File: config.mk
export PLATFORM = sky130hd
export DESIGN_NAME = alu_share_arbiter
export DESIGN_NICKNAME = d
export VERILOG_FILES = /design/src/rtl/alu_ops_pkg.sv /design/src/rtl/alt_simple_unit.sv /design/src/rtl/alu_share_arbiter.sv
export SDC_FILE = /design/constraint.sdc
export NUM_CORES = 1
export LEC_CHECK = 0
export CORE_MARGIN = 2
export CORE_UTILIZATION = 38
export DETAILED_ROUTE_END_ITERATION = 12
export DONT_BUFFER_PORTS = 1
export SYNTH_ARGS = -nofsm -noshare
export SYNTH_HDL_FRONTEND = slang
export SYNTH_SLANG_ARGS = --single-unit
File: constraint.sdc
create_clock -name clk -period 4.5 [get_ports clk]
set_input_delay 0.675 -clock clk [delete_from_list [all_inputs] [get_ports clk]]
set_output_delay 0.675 -clock clk [all_outputs]
set_load 0.005 [all_outputs]
File: src/rtl/alu_ops_pkg.sv
// Shared constants for the ALU-sharing arbiter: operation codes and FSM state encoding.
package alu_ops_pkg;

  // ALU operation select codes
  localparam logic [1:0] ALU_ADD  = 2'd0;
  localparam logic [1:0] ALU_SUB  = 2'd1;
  localparam logic [1:0] ALU_NAND = 2'd2;
  localparam logic [1:0] ALU_NOR  = 2'd3;

  // Arbiter/sequencer FSM state encoding
  localparam logic [1:0] ST_IDLE = 2'd0;
  localparam logic [1:0] ST_EXEC = 2'd1;
  localparam logic [1:0] ST_RESP = 2'd2;

endpackage

File: src/rtl/alt_simple_unit.sv
// Purely combinational ALU: modulo add/sub and bitwise NAND/NOR.
module alt_simple_unit
  import alu_ops_pkg::*;
#(
  parameter int unsigned WIDTH = 32
) (
  input  logic [1:0]       i_sel,
  input  logic [WIDTH-1:0] i_a,
  input  logic [WIDTH-1:0] i_b,
  output logic [WIDTH-1:0] o_result
);

  // Operation decode; carry/borrow are intentionally dropped
  always_comb begin
    o_result = '0;
    case (i_sel)
      ALU_ADD:  o_result = i_a + i_b;
      ALU_SUB:  o_result = i_a - i_b;
      ALU_NAND: o_result = ~(i_a & i_b);
      ALU_NOR:  o_result = ~(i_a | i_b);
      default:  o_result = '0;
    endcase
  end

endmodule

File: src/rtl/alu_share_arbiter.sv
// Round-robin arbiter/sequencer sharing one alt_simple_unit between two
// valid/ready clients. Accept -> EXEC (one cycle) -> RESP (hold until the
// owning client takes the registered result).
module alu_share_arbiter
  import alu_ops_pkg::*;
#(
  parameter int unsigned WIDTH = 32
) (
  input  logic             clk,
  input  logic             rst,
  input  logic             req_valid_0,
  input  logic             req_valid_1,
  output logic             req_ready_0,
  output logic             req_ready_1,
  input  logic [1:0]       req_sel_0,
  input  logic [1:0]       req_sel_1,
  input  logic [WIDTH-1:0] req_a_0,
  input  logic [WIDTH-1:0] req_a_1,
  input  logic [WIDTH-1:0] req_b_0,
  input  logic [WIDTH-1:0] req_b_1,
  output logic             rsp_valid_0,
  output logic             rsp_valid_1,
  input  logic             rsp_ready_0,
  input  logic             rsp_ready_1,
  output logic [WIDTH-1:0] rsp_result,
  output logic             busy,
  output logic             owner
);

  logic [1:0]       r_state;
  logic             r_owner;
  logic             r_last_grant;
  logic [1:0]       r_sel;
  logic [WIDTH-1:0] r_a;
  logic [WIDTH-1:0] r_b;
  logic [WIDTH-1:0] r_result;

  logic             w_idle;
  logic             w_grant;
  logic             w_accept;
  logic             w_rsp_ready;
  logic [WIDTH-1:0] w_alu;

  assign w_idle = (r_state == ST_IDLE);

  // Grant: a lone requester wins; on contention the one not granted last wins
  always_comb begin
    w_grant = 1'b0;
    if (req_valid_0 && req_valid_1)
      w_grant = ~r_last_grant;
    else if (req_valid_1)
      w_grant = 1'b1;
  end

  assign w_accept    = w_idle & (req_valid_0 | req_valid_1);
  assign req_ready_0 = w_accept & ~w_grant;
  assign req_ready_1 = w_accept &  w_grant;

  // Only the owner's response handshake can release the RESP state
  assign w_rsp_ready = r_owner ? rsp_ready_1 : rsp_ready_0;

  assign rsp_valid_0 = (r_state == ST_RESP) & ~r_owner;
  assign rsp_valid_1 = (r_state == ST_RESP) &  r_owner;
  assign rsp_result  = r_result;
  assign busy        = ~w_idle;
  assign owner       = r_owner;

  alt_simple_unit #(
    .WIDTH (WIDTH)
  ) u_alu (
    .i_sel    (r_sel),
    .i_a      (r_a),
    .i_b      (r_b),
    .o_result (w_alu)
  );

  // FSM, operand latch and result register
  always_ff @(posedge clk or posedge rst) begin
    if (rst) begin
      r_state      <= ST_IDLE;
      r_owner      <= 1'b0;
      r_last_grant <= 1'b1;
      r_sel        <= '0;
      r_a          <= '0;
      r_b          <= '0;
      r_result     <= '0;
    end else begin
      case (r_state)
        ST_IDLE: begin
          if (w_accept) begin
            r_sel        <= w_grant ? req_sel_1 : req_sel_0;
            r_a          <= w_grant ? req_a_1   : req_a_0;
            r_b          <= w_grant ? req_b_1   : req_b_0;
            r_owner      <= w_grant;
            r_last_grant <= w_grant;
            r_state      <= ST_EXEC;
          end
        end
        ST_EXEC: begin
          r_result <= w_alu;
          r_state  <= ST_RESP;
        end
        ST_RESP: begin
          if (w_rsp_ready)
            r_state <= ST_IDLE;
        end
        default: r_state <= ST_IDLE;
      endcase
    end
  end

endmodule

; ---- After elaboration in Yosys (flattened, before gate mapping)
; Cells that the tools add are included.
[word_totals]
register_bits = 102
wordCells = 45
[classes]
addsub = 2
n_eq_ne = 7
n_mux = 10
bitwise = 14
n_reduce_logical = 5
[op_table]
columns = operator, count
row1 = $pmux 32 s4, 1
row2 = $mux 32, 2
row3 = $not 32->32, 2
row4 = $add 32x32->32, 1
row5 = $and 32x32->32, 1
row6 = $or 32x32->32, 1
row7 = $sub 32x32->32, 1
row8 = $eq 2x2->1 const B, 3
row9 = $mux 2, 3
row10 = $pmux 2 s3, 1
row11 = $and 1x1->1, 5
row12 = $eq 2x1->1 const B, 2
row13 = $logic_not 2->1, 2
row14 = $not 1->1, 4
row15 = $reduce_and 2->1, 2
row16 = $mux 1, 3
row17 = $ne 2x1->1 const B, 1
row18 = $ne 2x2->1 const B, 1
row19 = $logic_and 1x1->1, 1
row20 = $or 1x1->1, 1

; ---- Logic depth before layout (Yosys ltp)
[logic_depth]
depth_word = 4
mapped_depth = 16
ltp_nobuf = 16

; ---- Cells and area by module
; From an unflattened synthesis, not the netlist that was laid out.
[unflattened]
cells_unflattened = 861
area_unflattened_um2 = 7547.2
[by_module_without_submodules]
columns = module, n_inst, cells_per_inst, area_per_inst_um2, seq_area_each_um2
row1 = alu_share_arbiter, 1, 372, 4367.9, 2553.7
row2 = alt_simple_unit, 1, 489, 3179.3, 0.0

; ---- Least setup slack after synthesis
; Ideal clock, no wire load.
[synth_timing]
kind = register -> register
startpoint = register r_b[4]
endpoint = register r_result[29] (netlist: rsp_result[29])
setup_ns = 0.124
t_arrival_ns = 3.539
t_required_ns = 4.376
path_slack_ns = 0.837
path_stages_with_launch = 16
path_buffers = 0
cell_sequence = dfrtp_1 > nor4_4 > nand3b_2 > or4_4 > nor4_4 > nor2_1 > xnor2_1 > ha_1 > a21oi_1 > o21bai_1 > a21oi_1 > o21a_1 > o31ai_2 > o311ai_1 > nor4_1 > a211o_1
[synth_between]
elab_chain_cells = 2
word_cells_on_any_way = 3
classes_between = add/sub: 2 / mux: 1
[synth_lines]
columns = item, line_no
row1 = start: declaration, alu_share_arbiter.sv:35  ; logic [WIDTH-1:0] r_b;
row2 = start signal: assignment, alu_share_arbiter.sv:93  ; r_b <= w_grant ? req_b_1 : req_b_0;
row3 = $sub 32x32->32 or $add 32x32->32 (tied branches), "alt_simple_unit.sv:18, alt_simple_unit.sv:17"
row4 = $pmux 32 s4 (*), alt_simple_unit.sv:16  ; case (i_sel)
row5 = end signal: assignment, alu_share_arbiter.sv:100  ; r_result <= w_alu;
row6 = end: declaration, alu_share_arbiter.sv:36  ; logic [WIDTH-1:0] r_result;
; Every way passes the cells marked *; elsewhere a longest branch is shown, timed or not.
; A chain may end at the register's enable or synchronous reset.

; ---- Worst setup path in the final report
[layout_timing]
startpoint = register r_b[8]
endpoint = register r_result[29] (netlist: rsp_result[29])
; The elaborated chain is that of the path after synthesis.

==> impl_metrics.yaml <==
status:
  status: "finished, final reports clean"
run:
  drv_cap: 0
synthesis:
  syn-num-nets: 939
  synth_seq_cells: 102
  yosys.area.top_type: "dfrtp_1"
  synth_area_sq_mm: 0.00687
  synth_top_cell_area_share_pct: 36.8
  ys_types: 60
  syn_avg_cell_area_sq_um: 8.97
  synth_sequential_area_ratio_pct: 37.2
  synthFlopType: "dfrtp_1"
  synth.top_cells.by_area: "dfrtp_1 (37%), a222oi_1 (9.6%), ha_1 (6.2%), xnor2_1 (4.7%), inv_1 (4.6%)"
  synth_edf_count: 0
  netlist_instances: 766
  synth_warnings: 0
  synthArstFlopShare_pct: 100
cells_and_area:
  final_nets: 911
  layout_common_cells: "dfrtp_1 (101), inv_1 (83), a222oi_1 (66), nand2_1 (63), a21oi_1 (58)"
  synthToLayoutAreaGrowth_pct: 7.37
  mostFrequentLayoutCell: "dfrtp_1"
  n_antenna_cell: 0
  drive_gt1_share_pct: 5.38
hold_path:
  hold_path.class: "input port to asynchronous set/reset pin"
placement:
  gp_congestion: 0.913
  hpwl_mm: 14.8
  portBuffers: 0
critical_path:
  cp.arrival_ns: 4.35
  rrSetupSlack_ns: 0.38
  path_max_fanout: 6
  critPathLaunchType: "register"
  cp.required_ns: 4.73
  critPathKind: "register to register"
  critPathCaptureType: "register"
grt:
  grt_start_max_net_pins: 68
  grt_pass1_wl_mm: 30.4
  overflow: 0
  grt_pass1_vias: 5283
  grt_util_all_layers_pct: 19.8
  antenna_found_initial: 0
clocking:
  cts_made_buffers: 9
  cts_max_level: 3
  cts_resized: 0
  cts_sinks: 102
  cts_tree: "yes"
  clock_path_buffers: 2
  cts_setup_buffers: 0
  cts-root-buf: "clkbuf_16"
  worstSkewPairLatency_ns: 0.35
  cts_hold_buffers: 0
  clk_pin_slew_ns: 0.07
die:
  row_count: 49
  io_pins: 176
  dieArea_sq_mm: 0.0192
  start_util_pct: 38.5
  coreArea_sq_mm: 0.0178
  fp.dieW_microns: 138
  die_h_microns: 138
timing:
  rsz0062_at_grt: "false"
  timing.fmax_mhz: 243
  fin_crit_ns: 4.12
  fin_setup_tns_ns: 0
  timing.final.crit_share_pct: 91.4
  setup_violations: 0
  drv_slew: 0
  tightest_slew_ns: 0.842
  fin_skew_ns: 0.0101
  slew_headroom_pct: 43.9
  final_hold_viol_count: 0
drt:
  drcViolationCount: 0
  finalWirelength_mm: 19.0
  ant_nets: 0
  viasPerCell: 5.83
  drt_iter0_markers: 667
  first_pass_iters: 8
  wire_per_inst_microns: 19.6
  dr_total_vias: 5667
==> per-layer routing <==
layer	GRT usage (%)	part of all wire, %	up-vias
met1	31.2	50	2621
met3	5.23	9.7	12
li1	-	-	2774
met4	4.56	0.97	0
met5	0	0	-
met2	26.8	40	260
==> cells in the mapped netlist (2+ instances only) <==
cell,count
a21o_1,12
a21oi_1,58
a221o_1,3
a222oi_1,66
a31oi_1,12
and2_1,5
and3_1,6
buf_1,4
clkbuf_1,43
dfrtp_1,101
ha_1,34
inv_1,84
maj3_1,23
mux2i_1,2
nand2_1,63
nand2b_1,10
nand3_1,4
nand4_1,2
nor2_1,38
nor2b_1,3
nor3_1,9
nor4_1,3
nor4_4,2
o211ai_1,4
o21a_1,5
o21ai_0,56
o21ai_1,3
o21bai_1,6
o221ai_1,6
o22ai_1,3
o31ai_1,5
o31ai_2,2
o32ai_1,2
o41ai_1,2
or4_1,2
xnor2_1,37
xor2_1,23
==> critical path, stage by stage, from the launching register on <==
cell and delay, ns:
dfrtp_1 0.47, nor4_1 0.48, nand2b_1 0.15, or4_4 0.48, nor4_4 0.33, nor2_1 0.10, xnor2_1 0.14, ha_1 0.38
a21oi_1 0.21, o21bai_1 0.08, a21oi_1 0.15, o21a_1 0.15, o31ai_2 0.12, o311ai_1 0.41, nor4_1 0.08, a211o_1 0.28
==> metrics by stage <==
step / hold WS [ns] / setup WS [ns] / util [%] / cells / area (sq um)
4_1_cts: 0.392 / 0.406 / 41.4 / 972 / 7380
3_5_place_dp: 0.516 / 0.424 / 39.6 / 956 / 7070
3_3_place_gp: 0.506 / 0.536 / 39.6 / 956 / 7070
5_1_grt: 0.437 / 0.162 / 41.4 / 972 / 7380
6_report: 0.356 / 0.385 / 41.4 / 972 / 7380
2_1_floorplan: 0.473 / 0.837 / - / 766 / 6870
==> worst paths after layout <==
| check | startpoint | to | cells after the start |
|---|---|---|---|
| max | r_b[8] | rsp_result[29] | 15 |
| min | rst | r_state[1] | 1 |
| max reg2reg | r_b[8] | rsp_result[29] | 15 |
| min reg2reg | r_last_grant | r_last_grant | 1 |
| max in group asynchronous | rst | r_b[21] | 2 |
| min in group clk | req_a_1[10] | r_a[10] | 2 |
==> cell families (layout without fill, tap and decap cells) <==
logic type	Yosys count	after routing	share of synthesized area, %
AOI/OAI and AO/OA	255	255	26.6
muxes	3	3	0.455
xor gates and xnor gates	60	60	7.65
adders and majority gates	58	58	9.83
and+or+nand+nor	156	156	11.1
buffers and inverters	132	109	7.23
DFF	102	102	37.2
==> layout make-up <==
class	instances	area (sq um)
clock buffer	12	256
multi-input combinational	532	3840
tap	229	287
fill	1740	10500
inverter	84	318
clock inverter	4	55.1
sequential	102	2550
timing repair buffer	9	67.6
==> registers in the layout, summed over array words and instances (netlist names) <==
signal        flops
r_last_grant      1
rsp_result       32
r_state           2
owner             1
r_b              32
r_a              32
r_sel             2
Power is left out: the tool's default activity adds up to more than one toggle a clock period on the data nets, which glitch-free logic cannot reach.
